--- src/rtl/fpmul_generic_pkg.sv ---
// Shared definitions for the generic floating-point multiplier: FSM states,
// rounding-mode codes, result flag bundle and width-generic constant builders.
package fpmul_generic_pkg;

    typedef enum logic [2:0] {
        ST_IDLE   = 3'd0,
        ST_DECODE = 3'd1,
        ST_MUL    = 3'd2,
        ST_NORM   = 3'd3,
        ST_ROUND  = 3'd4,
        ST_FIN    = 3'd5
    } state_e;

    localparam logic [1:0] RM_RNE = 2'b00;
    localparam logic [1:0] RM_RTZ = 2'b01;
    localparam logic [1:0] RM_RUP = 2'b10;
    localparam logic [1:0] RM_RDN = 2'b11;

    typedef struct packed {
        logic uf;
        logic of;
        logic nan;
        logic inf;
        logic dn;
        logic zero;
    } flags_t;

    function automatic int bias_of(input int exp_w);
        return (32'sd1 <<< (exp_w - 1)) - 32'sd1;
    endfunction

    // Canonical quiet NaN, positive sign, right-aligned in a 64-bit word.
    function automatic logic [63:0] qnan_word(input int exp_w, input int frac_w);
        logic [63:0] v;
        v = 64'd0;
        for (int i = 0; i < exp_w; i++) begin
            v[frac_w + i] = 1'b1;
        end
        v[frac_w - 1] = 1'b1;
        return v;
    endfunction

    // Largest finite magnitude (sign bit excluded).
    function automatic logic [63:0] maxfin_word(input int exp_w, input int frac_w);
        logic [63:0] v;
        v = 64'd0;
        for (int i = 0; i < exp_w + frac_w; i++) begin
            v[i] = 1'b1;
        end
        v[frac_w] = 1'b0;
        return v;
    endfunction

endpackage

--- src/rtl/fpmul_generic_round.sv ---
// Combinational rounding stage: applies the selected rounding mode to a
// normalised significand and decides overflow / underflow of the final exponent.
module fpmul_generic_round
    import fpmul_generic_pkg::*;
#(
    parameter int EXP_W  = 8,
    parameter int FRAC_W = 23
) (
    input  logic [FRAC_W:0]        sig,
    input  logic                   guard,
    input  logic                   rnd,
    input  logic                   sticky,
    input  logic                   sign,
    input  logic [1:0]             rm,
    input  logic signed [EXP_W+1:0] ep,
    output logic [FRAC_W-1:0]      frac,
    output logic signed [EXP_W+1:0] ep_adj,
    output logic                   of,
    output logic                   uf,
    output logic                   of_inf
);

    localparam int EPW = EXP_W + 2;
    localparam logic signed [EPW-1:0] EP_ONE  = {{(EPW-1){1'b0}}, 1'b1};
    localparam logic signed [EPW-1:0] EP_ZERO = {EPW{1'b0}};
    localparam logic signed [EPW-1:0] EP_OF   = {2'b00, {EXP_W{1'b1}}};

    logic               inc_s;
    logic [FRAC_W+1:0]  sum_s;

    // Rounding increment decision and carry renormalisation.
    always_comb begin
        inc_s = 1'b0;
        case (rm)
            RM_RNE:  inc_s = guard & (rnd | sticky | sig[0]);
            RM_RTZ:  inc_s = 1'b0;
            RM_RUP:  inc_s = ~sign & (guard | rnd | sticky);
            RM_RDN:  inc_s = sign & (guard | rnd | sticky);
            default: inc_s = 1'b0;
        endcase
        sum_s = {1'b0, sig} + {{(FRAC_W+1){1'b0}}, inc_s};
        if (sum_s[FRAC_W+1]) begin
            frac   = sum_s[FRAC_W:1];
            ep_adj = ep + EP_ONE;
        end else begin
            frac   = sum_s[FRAC_W-1:0];
            ep_adj = ep;
        end
    end

    // Range check; overflow saturates to Inf only when rounding points away from zero.
    always_comb begin
        of     = (ep_adj >= EP_OF);
        uf     = ~of & (ep_adj <= EP_ZERO);
        of_inf = 1'b0;
        case (rm)
            RM_RNE:  of_inf = 1'b1;
            RM_RTZ:  of_inf = 1'b0;
            RM_RUP:  of_inf = ~sign;
            RM_RDN:  of_inf = sign;
            default: of_inf = 1'b0;
        endcase
    end

endmodule

--- src/rtl/fpmul_generic.sv ---
// Multi-cycle parametrised floating-point multiplier with Busy/Done handshake,
// radix-2 shift-add significand core and four rounding modes.
module fpmul_generic
    import fpmul_generic_pkg::*;
#(
    parameter int EXP_W  = 8,
    parameter int FRAC_W = 23
) (
    input  logic                          Clk,
    input  logic                          Rst,
    input  logic                          Start,
    input  logic [1:0]                    RM,
    input  logic [EXP_W+FRAC_W:0]         A,
    input  logic [EXP_W+FRAC_W:0]         B,
    output logic                          Busy,
    output logic                          Done,
    output logic [EXP_W+FRAC_W:0]         P,
    output logic                          UF,
    output logic                          OF,
    output logic                          NaNF,
    output logic                          InfF,
    output logic                          DNF,
    output logic                          ZF
);

    localparam int W    = 1 + EXP_W + FRAC_W;
    localparam int EPW  = EXP_W + 2;
    localparam int SIGW = FRAC_W + 1;
    localparam int PW   = 2 * SIGW;
    localparam int CNTW = $clog2(SIGW + 1);

    localparam logic [W-1:0]           QNAN     = W'(qnan_word(EXP_W, FRAC_W));
    localparam logic [W-1:0]           MAXFIN   = W'(maxfin_word(EXP_W, FRAC_W));
    localparam logic signed [EPW-1:0]  BIAS_EP  = EPW'(bias_of(EXP_W));
    localparam logic signed [EPW-1:0]  EP_ONE   = {{(EPW-1){1'b0}}, 1'b1};
    localparam logic [CNTW-1:0]        CNT_LAST = CNTW'(FRAC_W);
    localparam logic [CNTW-1:0]        CNT_ONE  = {{(CNTW-1){1'b0}}, 1'b1};
    localparam logic [CNTW-1:0]        CNT_ZERO = {CNTW{1'b0}};

    state_e                  state_r;
    logic [W-1:0]            a_r, b_r;
    logic [1:0]              rm_r;
    logic                    sp_r;
    logic [EXP_W-1:0]        ea_r, eb_r;
    logic [PW-1:0]           acc_r, mcand_r;
    logic [SIGW-1:0]         mplier_r;
    logic [CNTW-1:0]         cnt_r;
    logic signed [EPW-1:0]   ep_r;
    logic [SIGW-1:0]         sig_r;
    logic                    g_r, r_r, s_r;
    logic [W-1:0]            res_r;
    flags_t                  flags_r;
    logic                    busy_r, done_r;
    logic [W-1:0]            p_r;
    flags_t                  flg_r;

    logic [EXP_W-1:0]        ea_s, eb_s;
    logic [FRAC_W-1:0]       fa_s, fb_s;
    logic                    sp_s, nan_a_s, nan_b_s, inf_a_s, inf_b_s, zero_a_s, zero_b_s;
    logic                    special_s;
    logic [W-1:0]            dec_res_s;
    flags_t                  dec_flags_s;

    logic                    norm_hi_s;
    logic [SIGW-1:0]         norm_sig_s;
    logic                    norm_g_s, norm_r_s, norm_s_s;

    logic [FRAC_W-1:0]       rnd_frac_s;
    logic signed [EPW-1:0]   rnd_ep_s;
    logic                    rnd_of_s, rnd_uf_s, rnd_inf_s;

    // Operand classification; denormals behave as zeros and raise DN.
    always_comb begin
        ea_s     = a_r[W-2:FRAC_W];
        eb_s     = b_r[W-2:FRAC_W];
        fa_s     = a_r[FRAC_W-1:0];
        fb_s     = b_r[FRAC_W-1:0];
        sp_s     = a_r[W-1] ^ b_r[W-1];
        nan_a_s  = (&ea_s) & (|fa_s);
        nan_b_s  = (&eb_s) & (|fb_s);
        inf_a_s  = (&ea_s) & ~(|fa_s);
        inf_b_s  = (&eb_s) & ~(|fb_s);
        zero_a_s = ~(|ea_s);
        zero_b_s = ~(|eb_s);
        dec_flags_s    = '0;
        dec_flags_s.dn = (zero_a_s & (|fa_s)) | (zero_b_s & (|fb_s));
        dec_res_s      = {W{1'b0}};
        special_s      = 1'b1;
        if (nan_a_s | nan_b_s | (inf_a_s & zero_b_s) | (inf_b_s & zero_a_s)) begin
            dec_res_s       = QNAN;
            dec_flags_s.nan = 1'b1;
        end else if (inf_a_s | inf_b_s) begin
            dec_res_s       = {sp_s, {EXP_W{1'b1}}, {FRAC_W{1'b0}}};
            dec_flags_s.inf = 1'b1;
        end else if (zero_a_s | zero_b_s) begin
            dec_res_s        = {sp_s, {(W-1){1'b0}}};
            dec_flags_s.zero = 1'b1;
        end else begin
            special_s = 1'b0;
        end
    end

    // Normalisation view of the raw product: select window, guard, round and sticky.
    always_comb begin
        norm_hi_s = acc_r[PW-1];
        if (norm_hi_s) begin
            norm_sig_s = acc_r[PW-1:FRAC_W+1];
            norm_g_s   = acc_r[FRAC_W];
            norm_r_s   = acc_r[FRAC_W-1];
            norm_s_s   = |acc_r[FRAC_W-2:0];
        end else begin
            norm_sig_s = acc_r[PW-2:FRAC_W];
            norm_g_s   = acc_r[FRAC_W-1];
            norm_r_s   = acc_r[FRAC_W-2];
            norm_s_s   = |acc_r[FRAC_W-3:0];
        end
    end

    fpmul_generic_round #(
        .EXP_W  (EXP_W),
        .FRAC_W (FRAC_W)
    ) u_round (
        .sig    (sig_r),
        .guard  (g_r),
        .rnd    (r_r),
        .sticky (s_r),
        .sign   (sp_r),
        .rm     (rm_r),
        .ep     (ep_r),
        .frac   (rnd_frac_s),
        .ep_adj (rnd_ep_s),
        .of     (rnd_of_s),
        .uf     (rnd_uf_s),
        .of_inf (rnd_inf_s)
    );

    // Control FSM together with the datapath registers it sequences.
    always_ff @(posedge Clk or posedge Rst) begin
        if (Rst) begin
            state_r  <= ST_IDLE;
            a_r      <= '0;
            b_r      <= '0;
            rm_r     <= 2'b00;
            sp_r     <= 1'b0;
            ea_r     <= '0;
            eb_r     <= '0;
            acc_r    <= '0;
            mcand_r  <= '0;
            mplier_r <= '0;
            cnt_r    <= '0;
            ep_r     <= '0;
            sig_r    <= '0;
            g_r      <= 1'b0;
            r_r      <= 1'b0;
            s_r      <= 1'b0;
            res_r    <= '0;
            flags_r  <= '0;
            busy_r   <= 1'b0;
            done_r   <= 1'b0;
            p_r      <= '0;
            flg_r    <= '0;
        end else begin
            done_r <= 1'b0;
            case (state_r)
                ST_IDLE: begin
                    if (Start) begin
                        a_r     <= A;
                        b_r     <= B;
                        rm_r    <= RM;
                        busy_r  <= 1'b1;
                        state_r <= ST_DECODE;
                    end
                end
                ST_DECODE: begin
                    sp_r     <= sp_s;
                    ea_r     <= ea_s;
                    eb_r     <= eb_s;
                    acc_r    <= '0;
                    mcand_r  <= {{SIGW{1'b0}}, 1'b1, fa_s};
                    mplier_r <= {1'b1, fb_s};
                    cnt_r    <= CNT_ZERO;
                    res_r    <= dec_res_s;
                    flags_r  <= dec_flags_s;
                    state_r  <= special_s ? ST_FIN : ST_MUL;
                end
                ST_MUL: begin
                    if (cnt_r == CNT_ZERO) begin
                        ep_r <= $signed({2'b00, ea_r}) + $signed({2'b00, eb_r}) - BIAS_EP;
                    end
                    if (mplier_r[0]) begin
                        acc_r <= acc_r + mcand_r;
                    end
                    mcand_r  <= mcand_r << 1;
                    mplier_r <= mplier_r >> 1;
                    cnt_r    <= cnt_r + CNT_ONE;
                    if (cnt_r == CNT_LAST) begin
                        state_r <= ST_NORM;
                    end
                end
                ST_NORM: begin
                    sig_r   <= norm_sig_s;
                    g_r     <= norm_g_s;
                    r_r     <= norm_r_s;
                    s_r     <= norm_s_s;
                    ep_r    <= norm_hi_s ? (ep_r + EP_ONE) : ep_r;
                    state_r <= ST_ROUND;
                end
                ST_ROUND: begin
                    ep_r    <= rnd_ep_s;
                    flags_r <= '0;
                    if (rnd_of_s) begin
                        flags_r.of  <= 1'b1;
                        flags_r.inf <= rnd_inf_s;
                        res_r <= rnd_inf_s ? {sp_r, {EXP_W{1'b1}}, {FRAC_W{1'b0}}}
                                           : {sp_r, MAXFIN[W-2:0]};
                    end else if (rnd_uf_s) begin
                        flags_r.uf   <= 1'b1;
                        flags_r.zero <= 1'b1;
                        flags_r.dn   <= 1'b1;
                        res_r        <= {sp_r, {(W-1){1'b0}}};
                    end else begin
                        res_r <= {sp_r, rnd_ep_s[EXP_W-1:0], rnd_frac_s};
                    end
                    state_r <= ST_FIN;
                end
                ST_FIN: begin
                    p_r     <= res_r;
                    flg_r   <= flags_r;
                    done_r  <= 1'b1;
                    busy_r  <= 1'b0;
                    state_r <= ST_IDLE;
                end
                default: begin
                    busy_r  <= 1'b0;
                    state_r <= ST_IDLE;
                end
            endcase
        end
    end

    assign Busy = busy_r;
    assign Done = done_r;
    assign P    = p_r;
    assign UF   = flg_r.uf;
    assign OF   = flg_r.of;
    assign NaNF = flg_r.nan;
    assign InfF = flg_r.inf;
    assign DNF  = flg_r.dn;
    assign ZF   = flg_r.zero;

endmodule
--- config.mk ---
export PLATFORM = sky130hd
export DESIGN_NAME = fpmul_generic
export DESIGN_NICKNAME = d
export VERILOG_FILES = /design/src/rtl/fpmul_generic_pkg.sv /design/src/rtl/fpmul_generic_round.sv /design/src/rtl/fpmul_generic.sv
export SDC_FILE = /design/constraint.sdc
export NUM_CORES = 1
export LEC_CHECK = 0
export BUFFER_PORTS_ARGS = -buffer_cell sky130_fd_sc_hd__buf_2
export CAP_MARGIN = 40
export CORE_AREA = 2 2 247 249
export CTS_BUF_LIST = sky130_fd_sc_hd__clkbuf_8
export DETAILED_ROUTE_END_ITERATION = 10
export DIE_AREA = 0 0 249 251
export PLACE_DENSITY = 0.43
export SYNTH_ARGS = -nofsm -noshare
export SYNTH_HDL_FRONTEND = slang
export SYNTH_SLANG_ARGS = --single-unit
--- constraint.sdc ---
create_clock -name Clk -period 18.9 [get_ports Clk]
set_clock_uncertainty 0.15 [all_clocks]
set_input_delay 0 -clock Clk [delete_from_list [all_inputs] [get_ports Clk]]
set_output_delay 0 -clock Clk [all_outputs]
set_load 0.02 [all_outputs]
==> results of run 1 <==
==> registers in the layout, indices dropped and copies added (netlist names), 2 cells and up <==
signal and cells:
P 32, a_r 32, acc_r 48, b_r 32
cnt_r 5, ea_r 8, eb_r 8, ep_r 10
flags_r 6, mcand_r 48, mplier_r 24, res_r 32
rm_r 2, sig_r 24, state_r 3
==> cell usage after synthesis (5+ instances only) <==
cell       count  area [µm²]
o211ai_1       6        45.0
mux2i_1       27         270
or3_1          9        56.3
xnor2_1       49         429
nor3b_1        5        37.5
nor2_1        90         338
o21ai_0      127         636
a22o_1        29         254
ha_1          67         838
nand4_1       21         131
o22a_1         8        70.1
buf_1          6        22.5
a2111oi_0      5        43.8
a211oi_1       6        45.0
mux2_2        66         743
and4_1         5        43.8
o31ai_1        7        52.6
clkbuf_1      98         368
o21bai_1      15         113
a21o_1        28         210
o21a_1         6        45.0
nand3_1       77         385
inv_1         33         124
nor4_1        21         131
nor3_1        24         120
and2_1         6        37.5
a21oi_1       86         430
o21ai_1       22         110
a31oi_1       14        87.6
or4_1          5        37.5
nand2_1      394        1480
buf_2          8        40.0
xor2_1        32         280
a22oi_1       47         353
dfrtp_1      326        8160
nand2b_1       9        56.3
nor2b_1        6        37.5
and3_1        12        75.1
==> power by group through the flow <==
stage,registers (mW),clock network (mW),logic [mW]
after CTS,1.19,0.744,1.21
after global placement,1.20,0,1.15
after global routing,1.23,0.777,1.36
final,1.19,0.714,1.20
after detailed placement,1.20,0,1.18
after floorplan,1.14,0,0.877
==> kinds of logic after synthesis <==
kind of cell / count (synthesis)
simple gates: 694
compound gates: 442
flops: 326
buf+inv: 146
mux: 93
xor+xnor: 81
fa+ha+maj: 69
==> worst max-delay path: cells and delay by family (launching register included) <==
kind                       cells  cell delay (ns)
buffers and inverters          1             0.22
adders and majority gates      2             0.42
AOI/OAI and AO/OA              6             1.43
DFF                            1             0.42
and+or+nand+nor                6             1.87
==> cell usage in the layout (no fill, tap or decap), drive strengths merged, types with 27 or more instances in the layout <==
master and count:
o21ai 149, nor2 90, a21oi 86, dlygate4sd3 136
xor2 32, a22oi 47, mux2i 27, nand2 394
a21o 28, xnor2 49, a22o 29, nand3 77
clkbuf 75, ha 67, dfrtp 326, buf 128
inv 57, mux2 66
==> final cells by class <==
cell class                      instances  share of cell area [%]
Sequential cell                       326                    38.5
Timing Repair Buffer                  264                    10.2
Clock buffer                           75                    4.87
Clock inverter                         33                    1.15
Inverter                               33                   0.620
Tap cell                              782                    4.62
Multi-Input combinational cell       1379                    40.1
==> per-layer routing <==
layer / vias up / share of wire, % / GRT usage (%)
li1: 6988 / - / -
met5: - / 0 / 0
met4: 0 / 2.0 / 4.38
met1: 6736 / 48 / 20.9
met2: 228 / 46 / 23.8
met3: 75 / 3.5 / 2.38
==> through the flow <==
stage | worst slack, ns | util [%]
floorplan | 9.72 | -
global placement | 13.77 | 30.8
detailed placement | 14.15 | 31.0
CTS | 14.16 | 35.4
global route | 13.68 | 35.4
finish | 14.24 | 35.4
==> path summary, 6_finish.rpt <==
path	slack [ns]	start	endpoint
worst max-delay path	14.24	rm_r[0]	res_r[21]
worst min-delay path	0.07	Start	state_r[0]
worst max register to register	14.24	rm_r[0]	res_r[21]
worst min register to register	0.31	flags_r[4]	OF
max in group asynchronous	16.74	Rst	acc_r[13]
min in group asynchronous	0.43	Rst	P[15]
==> qor.csv, run 1 <==
metric;value;unit
slew_violations;0;
min_path_type;input pin to register;
crit_chain;a21oi_1 -> a21oi_1 -> nor3_1 -> ha_1 -> ha_1 -> nand3_1 -> or4_1 -> or3_1 -> nor4b_1 -> a21oi_1 -> nor3b_1 -> a31o_1 -> buf_8 -> a21o_1 -> o21ai_0;
power.switching;1.24;mW
ys.flop_type;dfrtp_1;
tightest_slew;1.01;ns
setup_viol;0;
crit_slowest_cell;or4_1;
cp_data_arrival_time;5.05;ns
cpMostUsedCell;a21oi_1;
drive_gt1_share;14.0;%
crit_path_start_kind;register;
cts_hold_buf;136;
relSlewSlack;32.5;%
diodes;0;
yosysSeqAreaShare;47.5;%
ctsRootBufferMaster;clkbuf_8;
ys_types;64;
syn2layout_area_growth;23.3;%
max_freq;214;MHz
synth_nets;1989;
cp.required;19.29;ns
post-place-cells;2648;
numCtsBuffers;61;
synth_top_family_by_area;simple AND/OR/NAND/NOR gates;
holdWs;0.0722;ns
avgSynthCellArea;9.28;µm²
period_needed;4.66;ns
p_clk_share;23.0;%
power_leakage;9.71;nW
r2r_cells;15;
hpwl;31400;µm
multi_input_area;0.00849;mm²
rows;90;
async_reset_ff_share;100;%
power.total;3.10;mW
clkLatencyLatePin;0.68;ns
finalNetCount;2203;
num_vias;14000;
swShare;40.1;%
die_area;0.0625;mm²
grt_pass1_vias;14200;
stdcell_area;0.0212;mm²
coreArea;0.0598;mm²
gp_congestion;0.802;
cts-htree-levels;2;
first_pass_iters;5;
grt_overflow;0;
synth_xor_area_share;4.13;%
crit_path_end_kind;register;
grtUsageTotal;14.9;%
synth_edf_count;0;
p_int;1.86;mW
die_w;249;µm
crit_fanout;24;
num_io_pins;109;
cap_viol_max_count;0;
syn_inst;1851;
final_cells;2892;
fillCellCount;6079;
p_comb_share;38.6;%
synth_fa_ha_area_share;5.11;%
drc_errors;0;
grt_max_degree;156;
cts.repair.resized;0;
seq_area;0.00816;mm²
tns;0;ns
antenna_found_initial;0;
postRouteAntennaNets;0;
first_iter_violations;969;
cts_buffer_depth;3;
via_per_inst;4.85;
wire_per_inst;16.1;µm
synthesis.area;0.0172;mm²
cts_tree;yes;
slowest_delay;0.63;ns
final_hold_viol_count;0;
outcome;finished, final reports clean;
yosys_warnings;0;
start_util;28.7;%
post-cts-setup-buffer-count;0;
vdd_drop_max;0.0760;mV
grt_pass1_wl;77100;µm
share_seq_of_total_power;38.4;%
powerDensity;146;mW/mm²
rsz0062_at_grt;no;
place_area;0.0185;mm²
whs_path_depth;4;
synth-seq-cells;326;
die_h;251;µm
portBuffers;108;
synthMuxAreaShare;5.90;%
synthSimpleGateAreaFrac;17.8;%
fin_crit_sh;24.7;%
worstSetupPathType;register to register;
drt-total-wl;46600;µm
clkTransAtPathRegs;0.06;ns
synth_compound_area_share;16.3;%
cts_sinks;326;
No activity file was read; power rests on OpenSTA's default activity.
==> inputs of run 2 (changes only) <==
Settings changed: PLACE_DENSITY 0.43 to 0.44.
Clock period 18.9 ns to 3.8 ns, I/O delays scaled along.
==> run 2 against run 1 <==
Net effect: non-clock buffer count increased by 49; clock-buffer cell count down 4; global-route usage rose by 0.43 points; first-iteration DRC count down 17%; cell count up 1.6%; critical path depth is the same; register-to-register slack got worse by 14 ns; flip-flop and latch count is the same; die area unchanged; via count grew 1.8%; largest power group unchanged.
==> qor.csv, run 2 (synthesis results as in run 1) <==
metric;value;unit;change
cp_num_buf_inv;1;;unchanged
cp_data_arrival_time;4.16;ns;-0.89 ns
worstReg2RegEnd;flags_r[0];;
rr_startpoint;rm_r[1];;
antenna_found_initial;0;;unchanged
grt_pass1_wl;79400;µm;+3.0%
crit_path_start_kind;register;;
fin_crit_sh;98.9;%;+74 points
grt_pass1_vias;14700;;+3.7%
diodes;0;;unchanged
clkLatencyLatePin;0.68;ns;about the same
crit_cells;15;;unchanged
grt_max_degree;111;;-29%
num_io_pins;109;;unchanged
hold_start;Start;;
postRouteAntennaNets;0;;unchanged
hold_path_end;state_r[0];;
power.switching;6.28;mW;+400%
p_clk_share;21.5;%;-1.5 points
first_pass_iters;5;;unchanged
worstSetupPathType;register to register;;
cts_buffer_depth;3;;unchanged
share_seq_of_total_power;37.7;%;-0.7 points
slowest_delay;0.45;ns;-0.18 ns
crit_path_end_kind;register;;
vdd_drop_max;0.370;mV;+390%
r2r_setup_slack;0.04;ns;-14.20 ns
cpMostUsedCell;a21o_1;;
finalNetCount;2249;;+2.1%
whs_path_depth;4;;unchanged
num_vias;14300;;+1.8%
rsz0062_at_grt;yes;;
layout_common_cells;nand2_1 (393), dfrtp_1 (326), dlygate4sd3_1 (138), o21ai_0 (123), buf_2 (108);;
powerDensity;721;mW/mm²;+390%
hpwl;32700;µm;+4.3%
grtUsageTotal;15.3;%;+0.43 points
drt-total-wl;47700;µm;+2.4%
crit_fanout;4;;-83%
drc_errors;0;;unchanged
stdcell_area;0.0217;mm²;+2.3%
via_per_inst;4.86;;+0.18%
die_area;0.0625;mm²;unchanged
p_comb_share;40.9;%;+2.3 points
post-route-util;36.2;%;+0.82 points
final_hold_viol_count;0;;unchanged
wire_per_inst;16.2;µm;+0.72%
slew_violations;0;;unchanged
fin_ws;0.0420;ns;-14.20 ns
crit_chain;o21a_1 -> nor2_1 -> nor3_2 -> ha_2 -> ha_4 -> nand3_2 -> or4_4 -> or3_4 -> a21o_1 -> a22o_1 -> a21o_1 -> a31o_4 -> buf_4 -> or3b_4 -> a31oi_4;;
clkTransAtPathRegs;0.06;ns;about the same
portBuffers;108;;unchanged
cts_tree;yes;;
die_w;249;µm;unchanged
post-place-cells;2686;;+1.4%
relSlewSlack;41.6;%;+9.0 points
gp_congestion;0.842;;+5.0%
swShare;40.2;%;+0.086 points
period_needed;3.76;ns;-0.904 ns
cap_viol_max_count;0;;unchanged
ctsRootBufferMaster;clkbuf_8;;
p_int;9.35;mW;+400%
cts_sinks;326;;unchanged
drive_gt1_share;16.6;%;+2.6 points
max_freq;266;MHz;+24%
path_delay_family;simple AND/OR/NAND/NOR gates;;
final_common_cell;nand2_1;;
start_util;28.7;%;unchanged
numCtsBuffers;58;;-4.9%
power_leakage;9.96;nW;+2.6%
cp.required;4.20;ns;-15.09 ns
setup_viol;0;;unchanged
crit_slowest_cell;or4_4;;
outcome;finished, final reports clean;;
rows;90;;unchanged
grt_overflow;0;;unchanged
place_ws;-0.155;ns;-14.31 ns
holdWs;0.121;ns;+0.0487 ns
die_h;251;µm;unchanged
cts-htree-levels;2;;unchanged
min_path_type;input pin to register;;
coreArea;0.0598;mm²;unchanged
r2r_cells;15;;unchanged
reg.largest.list;acc_r x48, mcand_r x48;;
final_cells;2939;;+1.6%
place_area;0.0188;mm²;+1.5%
syn2layout_area_growth;26.1;%;
tightest_slew;0.855;ns;-0.158 ns
first_iter_violations;806;;-17%
-- run 2: how the worst max path moves through the flow --
stage / start / endpoint / slack [ns]
2_1_floorplan: Rst / Busy / -0.70
5_1_grt: r_r / flags_r[0] / -0.10
6_report: rm_r[1] / flags_r[0] / 0.04
3_3_place_gp: rm_r[1] / res_r[12] / -0.001
4_1_cts: rm_r[1] / flags_r[0] / -0.007
3_5_place_dp: rm_r[1] / res_r[8] / -0.15
-- run 2: per-layer routing --
| layer | part of all wire [%] | GRT usage, % |
|---|---|---|
| met1 | 47 | 20.7 |
| met2 | 47 | 25.4 |
| met3 | 3.5 | 2.37 |
| met4 | 2.2 | 4.66 |
| met5 | 0 | 0 |
-- run 2: area by class of cell --
class,count,area [µm²]
Inverter,33,128
Multi-Input combinational cell,1379,8620
Timing Repair Buffer,313,2590
Clock inverter,35,221
Sequential cell,326,8160
Fill cell,6075,38100
Clock buffer,71,977
Tap cell,782,978
-- run 2: timing repair --
item / 4_1_cts / 5_1_grt
gates resized for setup: 10 / 24
endpoints found under the hold margin: 394 / 0
hold buffers: 138 / 0
cloned: 1 / 2
buffers inserted: 4 / 3
pin swaps: 7 / 14
endpoints found under the setup margin: 33 / 38
-- run 2: tightest hold or removal path, stage by stage --
cell           delay (ns)
dlygate4sd3_1        0.57
buf_2                0.12
o31ai_1              0.05
o21ai_0              0.12
-- run 2: power by group through the flow --
stage | Sequential (mW) | Clock [mW] | Combinational (mW)
6_report | 5.89 | 3.35 | 6.39
3_5_place_dp | 5.95 | 0 | 6.09
3_3_place_gp | 5.93 | 0 | 6.02
5_1_grt | 6.08 | 3.66 | 7.20
4_1_cts | 5.89 | 3.49 | 6.32
2_1_floorplan | 5.70 | 0 | 4.36
-- run 2: through the flow --
step,power [mW],TNS [ns]
2_1_floorplan,10.1,-228.44
3_3_place_gp,11.9,-0.00179
3_5_place_dp,12.0,-3.80
4_1_cts,15.7,-0.00735
5_1_grt,16.9,-0.225
6_report,15.6,0
==> inputs of run 3 (changes only) <==
Settings changed: CTS_BUF_LIST sky130_fd_sc_hd__clkbuf_8 to sky130_fd_sc_hd__clkbuf_8 sky130_fd_sc_hd__clkbuf_16.
==> run 3 against run 2 <==
Net effect: core utilization is 1.0 points lower; setup slack improved by 0.012 ns; critical path depth up 1; cell count decreased by 3.4%; fmax grew 0.33%; power rose by 1.7%; non-clock buffer count is 66 lower; worst hold slack worse by 0.062 ns; clock-buffer cell count is 22 lower; die area is the same; sequential share of layout area is 1.1 points higher; critical endpoint is now res_r[15].
==> qor.csv, run 3 (synthesis results as in run 1) <==
metric;value;unit;change
cts-htree-levels;2;;unchanged
grt_overflow;0;;unchanged
numCtsBuffers;40;;-31%
grt_pass1_wl;77700;µm;-2.2%
share_seq_of_total_power;37.0;%;-0.7 points
final_common_cell;nand2_1;;
postRouteAntennaNets;0;;unchanged
fillCellCount;6134;;+0.97%
gp_congestion;0.842;;unchanged
swShare;39.5;%;-0.73 points
p_comb_share;39.6;%;-1.3 points
layout_common_cells;nand2_1 (393), dfrtp_1 (326), o21ai_0 (123), buf_2 (108), nor2_1 (87);;
power.total;15.9;mW;+1.7%
drt-total-wl;46700;µm;-2.0%
relSlewSlack;38.8;%;-2.8 points
clkTransAtPathRegs;0.06;ns;about the same
rows;90;;unchanged
cp_data_arrival_time;4.08;ns;-0.08 ns
rsz0062_at_grt;yes;;
die_area;0.0625;mm²;unchanged
crit_path_start_kind;register;;
finalNetCount;2165;;-3.7%
fin_crit_sh;98.6;%;-0.33 points
wire_per_inst;16.5;µm;+1.5%
slew_violations;0;;unchanged
setup_viol;0;;unchanged
num_io_pins;109;;unchanged
reg.largest.list;acc_r x48, mcand_r x48;;
ctsRootBufferMaster;clkbuf_16;;
coreArea;0.0598;mm²;unchanged
final_hold_viol_count;0;;unchanged
final_cells;2839;;-3.4%
worstSetupPathType;register to register;;
p_clk_share;23.4;%;+1.9 points
cts_buffer_depth;3;;unchanged
grtUsageTotal;15.0;%;-0.32 points
crit_path_end_kind;register;;
vdd_drop_max;0.440;mV;+19%
period_needed;3.75;ns;-0.0124 ns
power.switching;6.27;mW;-0.19%
drc_errors;0;;unchanged
crit_fanout;9;;+5
syn2layout_area_growth;22.6;%;
post-place-cells;2686;;unchanged
first_pass_iters;5;;unchanged
cts_sinks;326;;unchanged
via_per_inst;4.90;;+0.91%
first_iter_violations;752;;-6.7%
die_w;249;µm;unchanged
grt_max_degree;111;;unchanged
p_int;9.62;mW;+2.9%
drive_gt1_share;16.4;%;-0.17 points
powerDensity;754;mW/mm²;+4.6%
cap_viol_max_count;0;;unchanged
portBuffers;108;;unchanged
power_leakage;9.64;nW;-3.2%
cp.required;4.13;ns;-0.07 ns
post-route-util;35.2;%;-1.0 points
outcome;finished, final reports clean;;
hpwl;32700;µm;unchanged
die_h;251;µm;unchanged
start_util;28.7;%;unchanged
diodes;0;;unchanged
min_path_type;input pin to register;;
clkLatencyLatePin;0.56;ns;-0.12 ns
grt_pass1_vias;14200;;-3.5%
num_vias;13900;;-2.5%
max_freq;267;MHz;+0.33%
antenna_found_initial;0;;unchanged
tightest_slew;0.895;ns;+0.0403 ns
cts_tree;yes;;
## run 3: changes by cell type in the layout (fill, tap and decap cells not counted), moves of 3 or more
cell / delta
dlygate4sd3_1: -66
clkbuf_8: -62
clkbuf_16: +38
inv_1: -13
buf_4: +5
buf_6: -3
## run 3: cell type report
class | count | area, µm² | share of cell area, %
multi-input combinational | 1379 | 8620 | 40.9
sequential | 326 | 8160 | 38.7
timing repair buffer | 247 | 1890 | 8.98
clock buffer | 49 | 1120 | 5.34
tap | 782 | 978 | 4.64
clock inverter | 23 | 166 | 0.790
inverter | 33 | 128 | 0.606
## run 3: metrics by stage
step	hold WS [ns]	setup slack, ns	instance area (µm²)	setup TNS, ns
final	0.0588	0.0543	21100	0
after global routing	0.0520	-0.0915	21100	-1.31
after CTS	0.0253	0.000300	21000	0
after detailed placement	-0.178	-0.155	18800	-3.80
after global placement	-0.181	-0.00127	18800	-0.00179
after floorplan	0.00170	-0.701	17200	-228.44
## run 3: critical path: stages (launching register included)
cell and delay [ns]:
dfrtp_1 0.43, a21oi_2 0.17, a21oi_1 0.07, nor3_2 0.12, ha_2 0.23, ha_4 0.14, nand3_2 0.07, or4_4 0.44
or3_4 0.35, buf_6 0.14, o21a_1 0.19, a41oi_2 0.15, o21ai_1 0.12, or2_1 0.28, a21o_4 0.23, bufbuf_16 0.28
o21ai_1 0.12
## run 3: what timing repair did
action / in CTS / in global routing
hold buffers: 72 / 0
resized for setup: 12 / 19
hold endpoints to repair: 394 / 0
setup buffers: 7 / 2
endpoints found under the setup margin: 33 / 38
gates cloned: 1 / 0
pin swaps: 9 / 9
## run 3: worst paths after layout
kind | cells after the start | from | endpoint | slack (ns)
max | 16 | rm_r[1] | res_r[15] | 0.05
min | 3 | A[14] | a_r[14] | 0.06
max reg2reg | 16 | rm_r[1] | res_r[15] | 0.05
min reg2reg | 2 | P[3] | P[3] | 0.32
max in group asynchronous | 5 | Rst | b_r[16] | 2.19
min in group asynchronous | 4 | Rst | sig_r[16] | 0.38
## run 3: power groups by stage
stage / clock network, mW / registers (mW) / logic [mW]
floorplan: 0 / 5.70 / 4.36
global placement: 0 / 5.93 / 6.02
detailed placement: 0 / 5.95 / 6.09
CTS: 3.86 / 5.90 / 6.28
global route: 3.99 / 6.08 / 7.10
finish: 3.72 / 5.88 / 6.29
## run 3: routing by layer
layer | share of wire [%] | global-route usage (%) | wire length [µm] | vias to the layer above
met5 | 0 | 0 | 0 | -
met4 | 2.0 | 4.03 | 917 | 0
met3 | 3.0 | 2.00 | 1410 | 58
met2 | 47 | 24.7 | 21800 | 218
met1 | 48 | 20.8 | 22600 | 6733
li1 | - | - | - | 6912
